==> src/rtl/rggen_demux_pkg.sv <==
// Shared status codes and FSM state encodings for the request demultiplexer channel.
package rggen_demux_pkg;

    typedef enum logic [1:0] {
        OK           = 2'b00,
        SELECT_ERROR = 2'b10,
        TIMEOUT      = 2'b11
    } rggen_demux_status;

    localparam int unsigned STATE_WIDTH = 2;

    localparam logic [STATE_WIDTH-1:0] IDLE     = 2'd0;
    localparam logic [STATE_WIDTH-1:0] REQ      = 2'd1;
    localparam logic [STATE_WIDTH-1:0] WAIT_ACK = 2'd2;
    localparam logic [STATE_WIDTH-1:0] RESP     = 2'd3;

endpackage

==> src/rtl/rggen_demux_timer.sv <==
// Saturating cycle counter that flags the cycle in which the wait budget is used up.
module rggen_demux_timer #(
    parameter int unsigned TIMEOUT = 16
) (
    input  logic clk,
    input  logic rst,
    input  logic clear,
    input  logic enable,
    output logic expired_c
);

    if (TIMEOUT == 0) begin : g_disabled
        assign expired_c = 1'b0;
    end else begin : g_count
        localparam int unsigned CW = $clog2(TIMEOUT + 1);
        localparam logic [CW-1:0] LIMIT = CW'(TIMEOUT);
        localparam logic [CW-1:0] LAST  = CW'(TIMEOUT - 1);

        logic [CW-1:0] count;

        // count holds the number of enabled cycles already completed
        always_ff @(posedge clk) begin
            if (rst || clear) begin
                count <= '0;
            end else if (enable && (count != LIMIT)) begin
                count <= count + CW'(1);
            end
        end

        assign expired_c = enable && (count >= LAST);
    end

endmodule

==> src/rtl/rggen_demux_channel.sv <==
// One-to-N request demultiplexer: forwards one request to a one-hot selected entry
// and returns that entry's acknowledged data (or an error status) upstream.
module rggen_demux_channel #(
    parameter int unsigned WIDTH      = 32,
    parameter int unsigned RESP_WIDTH = 32,
    parameter int unsigned ENTRIES    = 2,
    parameter int unsigned TIMEOUT    = 16
) (
    input  logic                          i_clk,
    input  logic                          i_rst,
    input  logic                          i_req_valid,
    output logic                          o_req_ready,
    input  logic [ENTRIES-1:0]            i_req_select,
    input  logic [WIDTH-1:0]              i_req_data,
    output logic [ENTRIES-1:0]            o_ent_valid,
    input  logic [ENTRIES-1:0]            i_ent_ready,
    output logic [WIDTH-1:0]              o_ent_data,
    input  logic [ENTRIES-1:0]            i_ent_ack,
    input  logic [ENTRIES*RESP_WIDTH-1:0] i_ent_rdata,
    output logic                          o_resp_valid,
    input  logic                          i_resp_ready,
    output logic [1:0]                    o_resp_status,
    output logic [RESP_WIDTH-1:0]         o_resp_data
);

    import rggen_demux_pkg::*;

    logic [STATE_WIDTH-1:0] state_q;
    logic [STATE_WIDTH-1:0] state_d;
    logic [ENTRIES-1:0]     sel_q;
    logic [ENTRIES-1:0]     sel_d;
    logic [WIDTH-1:0]       ent_data_d;
    logic                   req_ready_d;
    logic [ENTRIES-1:0]     ent_valid_d;
    logic                   resp_valid_d;
    rggen_demux_status      status_q;
    rggen_demux_status      status_d;
    logic [RESP_WIDTH-1:0]  resp_data_d;

    logic                   ready_sel;
    logic                   ack_sel;
    logic [RESP_WIDTH-1:0]  rdata_sel;
    logic                   timer_enable;
    logic                   timer_clear;
    logic                   expired_c;

    // Only the captured target's handshake signals are observed.
    assign ready_sel = |(i_ent_ready & sel_q);
    assign ack_sel   = |(i_ent_ack & sel_q);

    always_comb begin : gather
        rdata_sel = '0;
        for (int unsigned i = 0; i < ENTRIES; i++) begin
            rdata_sel |= {RESP_WIDTH{sel_q[i]}} & i_ent_rdata[i*RESP_WIDTH +: RESP_WIDTH];
        end
    end

    assign timer_enable = (state_q == REQ) || (state_q == WAIT_ACK);
    assign timer_clear  = !timer_enable;

    rggen_demux_timer #(
        .TIMEOUT (TIMEOUT)
    ) u_timer (
        .clk       (i_clk),
        .rst       (i_rst),
        .clear     (timer_clear),
        .enable    (timer_enable),
        .expired_c (expired_c)
    );

    // Next-state and next-output logic; an ack always beats a same-cycle expiry.
    always_comb begin : fsm_next
        state_d      = state_q;
        sel_d        = sel_q;
        ent_data_d   = o_ent_data;
        req_ready_d  = o_req_ready;
        ent_valid_d  = o_ent_valid;
        resp_valid_d = o_resp_valid;
        status_d     = status_q;
        resp_data_d  = o_resp_data;

        case (state_q)
            IDLE: begin
                if (i_req_valid) begin
                    sel_d       = i_req_select;
                    ent_data_d  = i_req_data;
                    req_ready_d = 1'b0;
                    if ($onehot(i_req_select)) begin
                        ent_valid_d = i_req_select;
                        state_d     = REQ;
                    end else begin
                        resp_valid_d = 1'b1;
                        status_d     = SELECT_ERROR;
                        resp_data_d  = '0;
                        state_d      = RESP;
                    end
                end
            end
            REQ: begin
                if (ready_sel) begin
                    ent_valid_d = '0;
                    if (ack_sel) begin
                        resp_valid_d = 1'b1;
                        status_d     = OK;
                        resp_data_d  = rdata_sel;
                        state_d      = RESP;
                    end else if (expired_c) begin
                        resp_valid_d = 1'b1;
                        status_d     = rggen_demux_pkg::TIMEOUT;
                        resp_data_d  = '0;
                        state_d      = RESP;
                    end else begin
                        state_d = WAIT_ACK;
                    end
                end else if (expired_c) begin
                    ent_valid_d  = '0;
                    resp_valid_d = 1'b1;
                    status_d     = rggen_demux_pkg::TIMEOUT;
                    resp_data_d  = '0;
                    state_d      = RESP;
                end
            end
            WAIT_ACK: begin
                if (ack_sel) begin
                    resp_valid_d = 1'b1;
                    status_d     = OK;
                    resp_data_d  = rdata_sel;
                    state_d      = RESP;
                end else if (expired_c) begin
                    resp_valid_d = 1'b1;
                    status_d     = rggen_demux_pkg::TIMEOUT;
                    resp_data_d  = '0;
                    state_d      = RESP;
                end
            end
            RESP: begin
                if (i_resp_ready) begin
                    resp_valid_d = 1'b0;
                    req_ready_d  = 1'b1;
                    state_d      = IDLE;
                end
            end
            default: begin
                state_d = IDLE;
            end
        endcase
    end

    always_ff @(posedge i_clk) begin : fsm_regs
        if (i_rst) begin
            state_q      <= IDLE;
            sel_q        <= '0;
            o_ent_data   <= '0;
            o_req_ready  <= 1'b1;
            o_ent_valid  <= '0;
            o_resp_valid <= 1'b0;
            status_q     <= OK;
            o_resp_data  <= '0;
        end else begin
            state_q      <= state_d;
            sel_q        <= sel_d;
            o_ent_data   <= ent_data_d;
            o_req_ready  <= req_ready_d;
            o_ent_valid  <= ent_valid_d;
            o_resp_valid <= resp_valid_d;
            status_q     <= status_d;
            o_resp_data  <= resp_data_d;
        end
    end

    assign o_resp_status = status_q;

endmodule

==> config.mk <==
export PLATFORM = sky130hd
export DESIGN_NAME = rggen_demux_channel
export DESIGN_NICKNAME = d
export VERILOG_FILES = /design/src/rtl/rggen_demux_pkg.sv /design/src/rtl/rggen_demux_timer.sv /design/src/rtl/rggen_demux_channel.sv
export SDC_FILE = /design/constraint.sdc
export NUM_CORES = 1
export LEC_CHECK = 0
export CAP_MARGIN = 20
export CORE_MARGIN = 10
export CORE_UTILIZATION = 43
export DETAILED_ROUTE_END_ITERATION = 16
export GPL_TIMING_DRIVEN = 0
export HOLD_SLACK_MARGIN = 0.06
export PLACE_DENSITY = 0.79
export SYNTH_ARGS = -nofsm -noshare
export SYNTH_HDL_FRONTEND = slang
export SYNTH_SLANG_ARGS = --single-unit
==> constraint.sdc <==
create_clock -name i_clk -period 2.82 [get_ports i_clk]
set_input_delay 0.705 -clock i_clk [delete_from_list [all_inputs] [get_ports i_clk]]
set_output_delay 0.705 -clock i_clk [all_outputs]
set_load 0.02 [all_outputs]
* Word level (Yosys, flattened, before mapping)
Cells that the tools add are included.
** Word-level totals
- Output and inout bits :: 70
- Bits of input ports :: 106
- Flip-flop bits (word level) :: 79
- Logic and storage cells :: 80
** Operators by class
- Add/sub/neg operators :: 2
- Bitwise logic cells :: 5
- Reduce and logical (&&, ||, !) cells :: 17
- Magnitude comparators :: 1
- Mux-type cells :: 36
- Equal/unequal tests :: 10
** Operators by type and width (number)
- 2-to-1 mux 32 bit :: 5
- one-hot mux 32 bit (3 select lines) :: 1
- bitwise AND 32 bit :: 2
- OR 32 bit :: 1
- 2-to-1 mux 2 bit :: 15
- 2-to-1 mux 1 bit :: 10
- AND reduction 3 bit :: 3
- inequality test 2 bit (second input constant) :: 4
- one-hot mux 2 bit (4 select lines) :: 1
- one-hot mux 2 bit (3 select lines) :: 1
- adder 5 x 1 -> 5 bit (second input constant) :: 1
- greater-or-equal comparator 5 x 4 -> 1 bit (second input constant) :: 1
- inequality test 5 bit (second input constant) :: 1
- bitwise AND 2 bit :: 2
- == test 2 x 1 -> 1 bit (second input constant) :: 2
- == test 2 bit (second input constant) :: 2
- one-hot mux 1 bit (4 select lines) :: 1
- one-hot mux 2 bit (2 select lines) :: 1
- AND reduction 2 bit :: 2
- AND reduction 4 bit :: 1
- nonzero test 2 bit :: 2
- OR reduction 2 bit :: 2
- inequality test 3 bit (second input constant) :: 1
- nonzero test 3 bit :: 1
- other kinds (6) :: 8

* Longest topological paths before layout
- Depth after elaboration :: 7
- Depth in mapped cells :: 9
- Gate-level depth less buffers :: 7

* Cells and area by module
From an unflattened synthesis, not the netlist that was laid out.
** Second synthesis, totals
- Cell total of the unflattened synthesis :: 364
- Area total of the unflattened synthesis :: 3510.9 µm²
** By module, submodules not included
- rggen_demux_channel :: times used 1, sequential area each 1481.4 µm², area an instance 3223.1 µm², cells each 331
- rggen_demux_timer :: times used 1, sequential area each 100.1 µm², area an instance 287.8 µm², cells each 33

* Worst setup path after synthesis
Ideal clock, no wire load.
- Kind :: reg2reg
- From :: register u_timer.g_count.count[0]
- To :: register o_resp_data[11]
- Stages on the path, launching flop included :: 10
- Library setup time :: 0.079 ns
- Data arrival time :: 1.913 ns
- Path slack :: 0.828 ns
- Path buffers :: 2
- Cell sequence :: dfxtp_1 ha_1 and3_1 ha_1 nor2_1 a21o_1 clkbuf_1 clkbuf_1 nand3_1 o221ai_2
** On the way
- Cells in the longest elaborated chain, start to end :: 6
** RTL lines
- start: declaration :: line rggen_demux_timer.sv:19 : logic [CW-1:0] count;
- start signal: assignment :: line rggen_demux_timer.sv:26 : count <= count + CW'(1);
- greater-or-equal comparator 5 x 4 -> 1 bit * :: line rggen_demux_timer.sv:30 : assign expired_c = enable && (count >= LAST);
- logical AND 1 bit * :: line rggen_demux_timer.sv:30
- 2-to-1 mux 32 bit *
- 2-to-1 mux 32 bit (2 in a row)
- one-hot mux 32 bit (3 select lines) *
- end signal: assignment :: line rggen_demux_channel.sv:167 : o_resp_data <= resp_data_d;
- end: declaration :: line rggen_demux_channel.sv:23 : output logic [RESP_WIDTH-1:0] o_resp_data
Every way passes the cells marked *; elsewhere a longest branch is shown, timed or not.
A chain may end at the register's enable or synchronous reset.

* Worst setup path in the final report
- From :: register u_timer.g_count.count[0]
- To :: register o_resp_data[28]
The elaborated chain is that of the path after synthesis.

==> impl_metrics.py <==
metrics = {
    "outcome": {
        "status": "finished, final reports clean",
    },
    "timing": {
        "tns_ns": 0,
        "final-setup-viol-count": 0,
        "max_freq_mhz": 410,
        "drv_slew": 0,
        "min_period_ns": 2.44,
        "rsz0062_at_grt": "no",
        "slew_headroom_pct": 59.3,
        "period_share_pct": 86.5,
        "hold_violations": 0,
        "tightest_slew_ns": 0.611,
        "clock-skew-final_ns": 0.00853,
    },
    "job": {
        "cap_viol_max_count": 0,
    },
    "min_path": {
        "hold_class": "reg -> reg",
        "hold_depth": 2,
    },
    "worst_setup_path": {
        "cp.arrival_ns": 2.71,
        "crit_path_start_kind": "flop",
        "worstSetupEndpointType": "flop",
        "worstSetupPathType": "reg -> reg",
        "cpMaxStageDelayCell": "clkbuf_1",
        "ff2ff_path_depth": 9,
        "crit_fanout": 10,
        "crit_path_max_incr_delay_ns": 0.44,
        "path_cells": "ha_1 > and3_1 > ha_1 > nor2_1 > a21o_1 > clkbuf_1 > clkbuf_1 > nand3_1 > o221ai_2",
        "cp.required_ns": 3.09,
    },
    "grt": {
        "grt_busiest_layer": "met2",
        "antenna_found_initial": 0,
        "grt_pass1_wl_um": 22700,
        "globalRouteOverflowTotal": 0,
        "grt_usage_pct": 19.3,
        "use_met3_pct": 7.81,
        "grt_start_max_net_pins": 13,
        "met2_usage_pct": 32.3,
        "grt_pass1_vias": 4495,
        "use_met1_pct": 22.2,
    },
    "detailed_routing": {
        "ant_nets": 0,
        "wire_per_inst_um": 17.2,
        "drc_errors": 0,
        "finalWirelength_um": 14000,
        "vias": 4416,
        "drt_iter0_drc": 234,
        "first_pass_iters": 4,
        "vias_per_cell": 5.43,
    },
    "placement": {
        "hpwl_um": 10900,
        "dp.cells": 799,
        "port-buffer-count": 173,
        "placed_cell_area_mm2": 0.00605,
        "place.gp.congestion": 0.894,
    },
    "cts": {
        "cts-root-buf": "clkbuf_8",
        "clock_path_buffers": 2,
        "clock_latency_ns": 0.35,
        "numCtsBuffers": 9,
        "postCtsHoldBufs": 0,
        "clk_pin_slew_worst_paths_ns": 0.08,
        "cts_resized": 0,
        "cts_setup_buffers": 0,
        "htreeDepth": 3,
        "cts_tree": "yes",
        "clock_sinks": 79,
    },
    "logic_synthesis": {
        "syn_inst": 497,
        "ys_seq_area_share_pct": 38.1,
        "synth-main-ff-cell": "dfxtp_1",
        "syn_area_mm2": 0.00416,
        "postSynth.asyncResetShare_pct": 0,
        "ys_types": 45,
        "avgSynthCellArea_um2": 8.36,
        "ys_warn_count": 0,
        "synthesis.nets": 611,
        "synth_seq_cells": 79,
        "synth-edff-count": 0,
    },
    "floorplanning": {
        "dieArea_mm2": 0.0140,
        "die_h_um": 118,
        "initial_core_util_pct": 44.5,
        "die-width_um": 118,
        "coreArea_mm2": 0.00933,
        "rows": 35,
        "io_pins": 176,
    },
    "layout": {
        "final_common_cell": "clkdlybuf4s50_1",
        "fin_cells": 814,
        "fin_nets": 795,
        "layout_common_cells": "173 x clkdlybuf4s50_1, 79 x nand2_1, 79 x dfxtp_1",
        "diodes": 0,
        "fillers": 808,
        "syn_to_final_growth_pct": 51.0,
        "finalInstanceArea_mm2": 0.00627,
        "drive_gt1_share_pct": 8.61,
    },
    "power": {
        "power_density_mw_per_mm2": 651,
        "p_leak_nw": 2.12,
        "irDropWorstVdd_uv": 406,
    },
}
-- registers in the layout (all words and copies together) (netlist names) --
register	cells
o_resp_valid	1
sel_q	2
state_q	2
o_req_ready	1
o_ent_valid	2
o_resp_status	2
u_timer.g_count.count	5
o_ent_data	32
o_resp_data	32
-- path summary, 6_finish.rpt --
check	start	to	slack, ns
setup / recovery	u_timer.g_count.count[0]	o_resp_data[28]	0.38
hold / removal	o_ent_data[11]	o_ent_data[11]	0.45
setup reg to reg	u_timer.g_count.count[0]	o_resp_data[28]	0.38
hold reg to reg	o_ent_data[11]	o_ent_data[11]	0.45
-- power by group --
group,leakage (nW),internal (mW),switching [mW]
registers,0.643,1.25,0.103
logic,1.37,0.706,1.04
clock network,0.113,0.583,0.402
-- critical path: cells and delay by family, from the launching register on --
kind / cells / cell delay, ns
AO/OA/AOI/OAI: 2 / 0.30
adder cells (fa/ha/maj): 2 / 0.44
flip-flops: 1 / 0.37
buffers and inverters: 2 / 0.74
AND/OR/NAND/NOR: 3 / 0.52
-- logic make-up after synthesis --
kind of cell / count (synthesis) / synth area share (%)
simple gates: 174 / 19.1
fa+ha+maj: 8 / 2.41
mux: 3 / 0.753
compound gates: 145 / 30.3
flops: 79 / 38.1
buf+inv: 85 / 8.55
xor+xnor: 3 / 0.813
-- per-stage QoR --
step / total power, mW / utilization [%] / worst slack (ns) / hold WS, ns
after global placement: 3.08 / 64.8 / 0.161 / 0.441
final: 4.08 / 67.3 / 0.380 / 0.455
after global routing: 4.35 / 67.3 / 0.196 / 0.477
after floorplan: 2.46 / - / 0.828 / 0.507
after CTS: 4.10 / 67.3 / 0.365 / 0.457
after detailed placement: 3.11 / 64.8 / 0.141 / 0.446
-- final cells by class --
| class | count | area, um2 | share of cell area [%] |
|---|---|---|---|
| clock buffers | 11 | 131 | 2.09 |
| repair buffers | 173 | 1730 | 27.6 |
| multi-input cells | 333 | 2220 | 35.4 |
| inverters | 42 | 158 | 2.51 |
| flip-flops and latches | 79 | 1580 | 25.2 |
| plain buffers | 43 | 198 | 3.15 |
| clock inverters | 4 | 95.1 | 1.52 |
| well taps | 129 | 161 | 2.57 |
-- cells in the mapped netlist (2+ instances only) --
cell,count,share of area [%]
mux2i_1,2,0.48
nand2b_1,7,1.1
nor2b_1,2,0.30
o221ai_2,30,11
o21ai_0,10,1.2
a21oi_1,43,5.2
buf_6,4,1.1
buf_2,5,0.60
inv_1,42,3.8
a31oi_1,4,0.60
clkbuf_1,34,3.1
a311oi_1,2,0.42
and3_1,2,0.30
nor2_1,11,0.99
and2_1,2,0.30
nand2_1,79,7.1
dfxtp_1,79,38
a22o_1,33,7.0
a211oi_1,3,0.54
a22oi_1,2,0.36
nand3_1,65,7.8
o31ai_1,3,0.54
ha_1,8,2.4
nand3b_1,3,0.54
o221ai_1,2,0.42
-- layer usage --
metal	vias to the layer above	share of wire [%]
li1	2145	-
met1	2075	42
met2	178	47
met3	18	9.7
met4	0	1.6
met5	-	0
Power figures use the tool's default switching activity.
